===== src/rtl/tick_gen_pkg.sv =====
// Shared definitions for the multi-channel tick generator: mode encodings,
// default parameters and small mode-decode helpers.
package tick_pkg;

    localparam int DEF_PRESCALE = 1000;
    localparam int DEF_CH       = 4;
    localparam int DEF_DIV_W    = 8;

    typedef enum logic [1:0] {
        MODE_PERIODIC = 2'b00,
        MODE_ONESHOT  = 2'b01,
        MODE_TOGGLE   = 2'b10
    } mode_e;

    // Encoding 2'b11 falls through both helpers and behaves as periodic.
    function automatic logic is_oneshot(input logic [1:0] mode);
        return mode == MODE_ONESHOT;
    endfunction

    function automatic logic is_toggle(input logic [1:0] mode);
        return mode == MODE_TOGGLE;
    endfunction

endpackage


===== src/rtl/tick_gen_if.sv =====
// Control and status bundle of the tick generator; master drives the
// configuration, slave is the generator itself.
interface tick_gen_if
    import tick_pkg::*;
#(
    parameter int CH    = DEF_CH,
    parameter int DIV_W = DEF_DIV_W
) ();

    logic                en;
    logic [CH*DIV_W-1:0] div_i;
    logic [CH*2-1:0]     mode_i;
    logic [CH-1:0]       start_i;
    logic [CH-1:0]       tick_o;
    logic [CH-1:0]       wave_o;
    logic [CH-1:0]       busy_o;

    modport master (
        output en, div_i, mode_i, start_i,
        input  tick_o, wave_o, busy_o
    );

    modport slave (
        input  en, div_i, mode_i, start_i,
        output tick_o, wave_o, busy_o
    );

endinterface


===== src/rtl/tick_gen_chan.sv =====
// One tick channel: divides the shared base strobe by a live divisor and
// produces a one-clock tick, a toggle wave and a busy flag.
module tick_chan
    import tick_pkg::*;
#(
    parameter int DIV_W = DEF_DIV_W
) (
    input  logic             clk,
    input  logic             rst_n,
    input  logic             strobe,
    input  logic [DIV_W-1:0] div,
    input  logic [1:0]       mode,
    input  logic             start,
    output logic             tick,
    output logic             wave,
    output logic             busy
);

    logic [DIV_W-1:0] ccnt;
    logic             os_busy;
    logic             div_nz;
    logic             oneshot;
    logic             wrap;

    assign div_nz  = |div;
    assign oneshot = is_oneshot(mode);

    // Busy is decoded from live divisor/mode plus the one-shot flag, so the
    // reset value follows the configuration without a config-dependent reset.
    assign busy = div_nz && (!oneshot || os_busy);

    // >= rather than == so a live decrease of the divisor wraps on the next strobe.
    assign wrap = strobe && busy && (ccnt >= div - DIV_W'(1));

    // NOTE: every flop here resets asynchronously and is written with <=;
    // later assignments in the block intentionally override earlier ones.
    always_ff @(posedge clk or negedge rst_n) begin
        if (!rst_n) begin
            ccnt    <= '0;
            os_busy <= 1'b0;
            tick    <= 1'b0;
            wave    <= 1'b0;
        end else begin
            tick <= 1'b0;
            if (!div_nz) begin
                ccnt    <= '0;
                os_busy <= 1'b0;
            end else if (start) begin
                // Start beats a coincident wrap: resync with no tick.
                ccnt    <= '0;
                os_busy <= oneshot;
            end else if (wrap) begin
                ccnt <= '0;
                tick <= 1'b1;
                if (is_toggle(mode)) begin
                    wave <= ~wave;
                end
                if (oneshot) begin
                    os_busy <= 1'b0;
                end
            end else if (strobe && busy) begin
                ccnt <= ccnt + 1'b1;
            end
            // Leaving one-shot drops the armed flag so re-entry waits for start.
            if (!oneshot) begin
                os_busy <= 1'b0;
            end
        end
    end

endmodule


===== src/rtl/tick_gen.sv =====
// Multi-channel tick generator top: shared prescaler producing the base
// strobe, fanned out to CH independent divider channels.
module tick_gen
    import tick_pkg::*;
#(
    parameter int PRESCALE = DEF_PRESCALE,
    parameter int CH       = DEF_CH,
    parameter int DIV_W    = DEF_DIV_W
) (
    input logic        clk,
    input logic        rst_n,
    tick_gen_if.slave  bus
);

    localparam int              PW    = $clog2(PRESCALE);
    localparam logic [PW-1:0]   PLAST = PW'(PRESCALE - 1);

    logic [PW-1:0] pcnt;
    logic          strobe;

    always_ff @(posedge clk or negedge rst_n) begin
        if (!rst_n) begin
            pcnt <= '0;
        end else if (bus.en) begin
            pcnt <= (pcnt == PLAST) ? '0 : pcnt + 1'b1;
        end
    end

    assign strobe = bus.en && (pcnt == PLAST);

    for (genvar k = 0; k < CH; k++) begin : g_chan
        tick_chan #(
            .DIV_W(DIV_W)
        ) u_chan (
            .clk    (clk),
            .rst_n  (rst_n),
            .strobe (strobe),
            .div    (bus.div_i[k*DIV_W +: DIV_W]),
            .mode   (bus.mode_i[2*k +: 2]),
            .start  (bus.start_i[k]),
            .tick   (bus.tick_o[k]),
            .wave   (bus.wave_o[k]),
            .busy   (bus.busy_o[k])
        );
    end

endmodule


===== src/flat_wrapper.sv =====
// flat-port wrapper written by rule: the top's interface ports become plain ports
module tick_gen_flat import tick_pkg::*;
#(
    parameter int PRESCALE = DEF_PRESCALE,
    parameter int CH       = DEF_CH,
    parameter int DIV_W    = DEF_DIV_W
)
  (clk, rst_n, bus_en, bus_div_i, bus_mode_i, bus_start_i, bus_tick_o, bus_wave_o, bus_busy_o);
  tick_gen_if #(.CH(CH), .DIV_W(DIV_W)) bus_i ();
  input logic clk;
  input logic rst_n;
  input wire logic [$bits(bus_i.en)-1:0] bus_en;
  input wire logic [$bits(bus_i.div_i)-1:0] bus_div_i;
  input wire logic [$bits(bus_i.mode_i)-1:0] bus_mode_i;
  input wire logic [$bits(bus_i.start_i)-1:0] bus_start_i;
  output wire logic [$bits(bus_i.tick_o)-1:0] bus_tick_o;
  output wire logic [$bits(bus_i.wave_o)-1:0] bus_wave_o;
  output wire logic [$bits(bus_i.busy_o)-1:0] bus_busy_o;
  assign bus_i.en = bus_en;
  assign bus_i.div_i = bus_div_i;
  assign bus_i.mode_i = bus_mode_i;
  assign bus_i.start_i = bus_start_i;
  assign bus_tick_o = bus_i.tick_o;
  assign bus_wave_o = bus_i.wave_o;
  assign bus_busy_o = bus_i.busy_o;
  tick_gen #(.PRESCALE(PRESCALE), .CH(CH), .DIV_W(DIV_W)) u_core (.clk(clk), .rst_n(rst_n), .bus(bus_i));
endmodule

===== config.mk =====
export PLATFORM = sky130hd
export DESIGN_NAME = tick_gen_flat
export DESIGN_NICKNAME = d
export VERILOG_FILES = /design/src/rtl/tick_gen_pkg.sv /design/src/rtl/tick_gen_if.sv /design/src/rtl/tick_gen_chan.sv /design/src/rtl/tick_gen.sv /design/src/flat_wrapper.sv
export SDC_FILE = /design/constraint.sdc
export NUM_CORES = 1
export LEC_CHECK = 0
export CAP_MARGIN = 40
export CORE_MARGIN = 4
export CORE_UTILIZATION = 60
export DETAILED_ROUTE_END_ITERATION = 8
export PLACE_DENSITY = 0.84
export SLEW_MARGIN = 20
export SYNTH_ARGS = -nofsm -noshare
export SYNTH_HDL_FRONTEND = slang
export SYNTH_SLANG_ARGS = --single-unit
export TNS_END_PERCENT = 100

===== constraint.sdc =====
create_clock -name clk -period 4.3 [get_ports clk]
set_clock_uncertainty 0.15 [all_clocks]
set_input_delay 0.43 -clock clk [delete_from_list [all_inputs] [get_ports clk]]
set_output_delay 0.43 -clock clk [all_outputs]
set_load 0.05 [all_outputs]

==> results by group <==
Setup path
  – CP Buf/Inv Count: 2
  – CP cell instances: clkdlybuf4s50_1 > inv_1 > ha_1 > or3b_1 > or3_1 > xor2_1 > ha_1 > nand2_1 > o21ai_0 > a21oi_2 > o21ai_1 > a2111oi_0
  – Reg2Reg Setup Slack: approximately 1.7 ns
  – WP data required: between 4 and 5 ns
  – Reg2reg path depth: 8
  – Worst Setup End Kind: flip-flop
  – CP max stage cell: clkdlybuf4s50_1
  – Type of origin of the critical path: input pin
  – WS Path Type: in -> reg
  – CP most frequent cell: ha_1
  – Top Family by Delay on Critical Path: compound AO/OA/AOI/OAI gates
  – Crit-path max FO: 8
  – Slowest cell delay on critical path: 0.44 ns
  – RR Startpoint: u_core.g_chan[3].u_chan.ccnt[0]
  – WP data arrival: between 3 and 4 ns
  – R2r endpoint: u_core.g_chan[3].u_chan.os_busy

Timing
  – Tightest Pin Transition: around 0.7 ns
  – Hold Vio Cnt, Final: 0
  – Hold_ws: approximately 0.32 ns
  – Highest clock rate: just under 300 MHz
  – Setup violations, final: 0
  – Final Max Tran Viols: 0
  – Rel. slew slack: 0.521
  – Final min period: 3.43 ns
  – Period utilization: 0.799
  – RSZ-0062 raised after global routing: no
  – Post-route setup TNS: 0 ns

Clocking
  – Post-CTS setup buffers: 0
  – Level count of the clock H-tree: 2
  – Clock Pin Slew Worst Setup and Hold Paths: 0.09 ns
  – CTS tree: built
  – Clock Tree Buf Depth: 2
  – Clock Latency Late Sink: ~0.30 ns
  – CTS sink count: 54
  – Cts bufs inserted: 5
  – Root buffer cell: clkbuf_8

Power
  – Largest vdd supply drop: ~0.00025 V
  – Switching pwr: ~0.0003 W
  – Sequential share of power: 0.510
  – Internal power: roughly 0.00081 W
  – Tot Pwr: 0.00111 W
  – Pwr Density: between 200 and 250 nW/µm²
  – Clock power frac: 0.300
  – Switching Fraction: 0.266
  – Leakage power: 2.12 nW
  – Share of total power in combinational logic: 0.190

Synthesis
  – Number of flops mapped to enable cells by yosys: 0
  – Synth area leader: dfrtp_1
  – Post-synthesis sequential area ratio: 0.329
  – Adder-cell share of the synthesized area: 0.125
  – Syn nets: between 500 and 600
  – Mapped cell area: 4110 µm²
  – Synth top area cells: dfrtp_1, ha_1, xnor2_1
  – Dominant synthesized flop cell: dfrtp_1
  – Complex-gate fraction of the synthesized area: 0.164
  – Asr flop ratio synth: 1.00
  – Top-area cell type share of the netlist area: 0.329
  – Post-synthesis instance total: between 400 and 500
  – Largest family of logic cells by synthesized area: simple AND/OR/NAND/NOR gates
  – Synthesized area per cell: 8.84 µm²
  – Simple-gate share of the synthesized area: 0.255
  – Yosys warnings: 0
  – Top post-synthesis cells by count: dfrtp_1, ha_1, nor2_1, nand2_1, nand3_1
  – Flops & latches, synth: 54
  – XOR/XNOR Fraction of Synth Area: 0.0682
  – Yosys cell types: 58
  – Most numerous cell in the Yosys netlist: dfrtp_1
  – Mux cell area share after synthesis: 0.00974

Detailed routing
  – DRC violations left: 0
  – Routed WL per cell: 14.9 µm
  – Post-DRT Antenna Nets: 0
  – Routed wire length: 8790 µm
  – Drt first pass iters: 4
  – Detail-routed via count per cell: about 6.1
  – Drt first-iter violations: approximately 180
  – Vias: ~3,600

Global routing
  – Initial antenna violation count: 0
  – Vias in the first global route: roughly 3,500
  – Largest net degree at the start of global routing: 34
  – First-pass GRT wire length: between 15,000 and 20,000 µm
  – Total track usage: 0.220
  – GR Overflow Total: 0

Floorplan
  – Ports: between 50 and 60
  – Total core area: 6490 µm²
  – Die Wd: about 91 µm
  – Die Area: between 8000 and 9000 µm²
  – Die Y: slightly above 90 µm
  – Std-Cell Rows: 29
  – Initial Util: 0.633

Place
  – Placement Cell Area: 4670 µm²
  – Port bufs: a little under 60
  – Placer Congestion: a little under 0.9
  – DP HPWL: ~6900 µm

Layout
  – # fillers: 475
  – Area grow syn2layout: 16.3%
  – Share of post-route cells with drive strength above 1: 0.0447
  – # diodes: 0
  – Nets@finish: between 600 and 700
  – Finished Cell Area: between 4000 and 5000 µm²

Min path
  – Hold Crit Depth: 1
  – Hold path endpoint: u_core.g_chan[0].u_chan.wave
  – Hold path start: u_core.g_chan[0].u_chan.wave
  – Worst Hold Class: reg -> reg

Run status
  – Status: finished clean

Run
  – Max cap viols: 0
-- state kept, by name (all words and copies together), names as in the netlist --
name / cells
u_core.g_chan.u_chan.wave: 4
u_core.g_chan.u_chan.tick: 4
u_core.pcnt: 10
u_core.g_chan.u_chan.os_busy: 4
u_core.g_chan.u_chan.ccnt: 32
-- cells by family (layout without fill, tap and decap cells) --
logic type	Yosys count	in the layout
AND/OR/NAND/NOR	199	199
AO/OA/AOI/OAI	96	96
multiplexers	4	4
adder cells (fa/ha/maj)	41	41
XOR/XNOR	32	32
flip-flops	54	54
buffers and inverters	39	88
-- layout by cell type, fill, tap and decap left out, drive strengths merged, types with 5 or more instances in the layout --
cell | netlist | routed
a21oi | 15 | 15
a31oi | 10 | 10
a32o | 8 | 8
and3 | 15 | 15
clkbuf | 3 | 7
clkdlybuf4s50 | 0 | 57
dfrtp | 54 | 54
ha | 41 | 41
inv | 19 | 19
nand2 | 40 | 40
nand2b | 5 | 5
nand3 | 33 | 33
nand4 | 6 | 6
nor2 | 41 | 41
nor3 | 11 | 11
nor3b | 10 | 10
nor4 | 6 | 6
o21ai | 23 | 23
or3 | 8 | 8
xnor2 | 20 | 20
xor2 | 12 | 12
-- final cells by class --
cell class | count | area, µm² | share of cell area
clock buffer | 7 | 76.3 | 0.0160
clock inverter | 1 | 30.0 | 0.00628
inverter | 19 | 71.3 | 0.0149
multi-input combinational | 372 | 2560 | 0.535
sequential | 54 | 1350 | 0.283
tap | 77 | 96.3 | 0.0201
timing repair buffer | 61 | 601 | 0.126
-- routing by layer --
layer  global-route usage  share of wire  vias up
li1                     -              -     1795
met1                0.299           0.45     1695
met2                0.377           0.49       90
met3               0.0350          0.047        8
met4               0.0357         0.0088        0
met5                    0              0        -
-- what timing repair did --
action | 4_1_cts | 5_1_grt
endpoints found under the hold margin | 21 | 0
gates resized for setup | 0 | 0
hold buffers | 1 | 0
-- power groups by stage --
stage	clock, W	sequential, W	combinational (W)
after floorplan	0	0.000567	0.000125
after global placement	0	0.000571	0.000202
after detailed placement	0	0.000573	0.000210
after CTS	0.000340	0.000564	0.000211
after global routing	0.000357	0.000571	0.000238
final	0.000332	0.000564	0.000210
-- worst reg2reg max path: stages, from the launching register on --
cell       delay (ns)
dfrtp_1          0.42
inv_1            0.08
ha_1             0.26
nand2b_1         0.15
a2111oi_0        0.46
o31a_1           0.17
buf_4            0.20
o21ai_0          0.10
a2111oi_0        0.47
-- worst max-delay path by stage --
stage	startpoint	endpoint	slack (ns)	cells after the start
2_1_floorplan	bus_div_i[16]	u_core.g_chan[2].u_chan.os_busy	1.28	11
3_3_place_gp	bus_div_i[16]	u_core.g_chan[2].u_chan.os_busy	0.72	12
3_5_place_dp	bus_div_i[16]	u_core.g_chan[2].u_chan.os_busy	0.57	12
4_1_cts	bus_div_i[16]	u_core.g_chan[2].u_chan.os_busy	0.89	12
5_1_grt	bus_div_i[16]	u_core.g_chan[2].u_chan.os_busy	0.54	12
6_report	bus_div_i[16]	u_core.g_chan[2].u_chan.os_busy	0.87	12
-- stage by stage --
stage / setup WS (ns) / cells / util
6_report: 0.866 / 591 / 0.736
5_1_grt: 0.539 / 591 / 0.736
4_1_cts: 0.892 / 591 / 0.736
3_5_place_dp: 0.574 / 582 / 0.718
3_3_place_gp: 0.720 / 582 / 0.718
2_1_floorplan: 1.28 / 465 / -
Note: power is estimated with default switching activity, not from simulation.
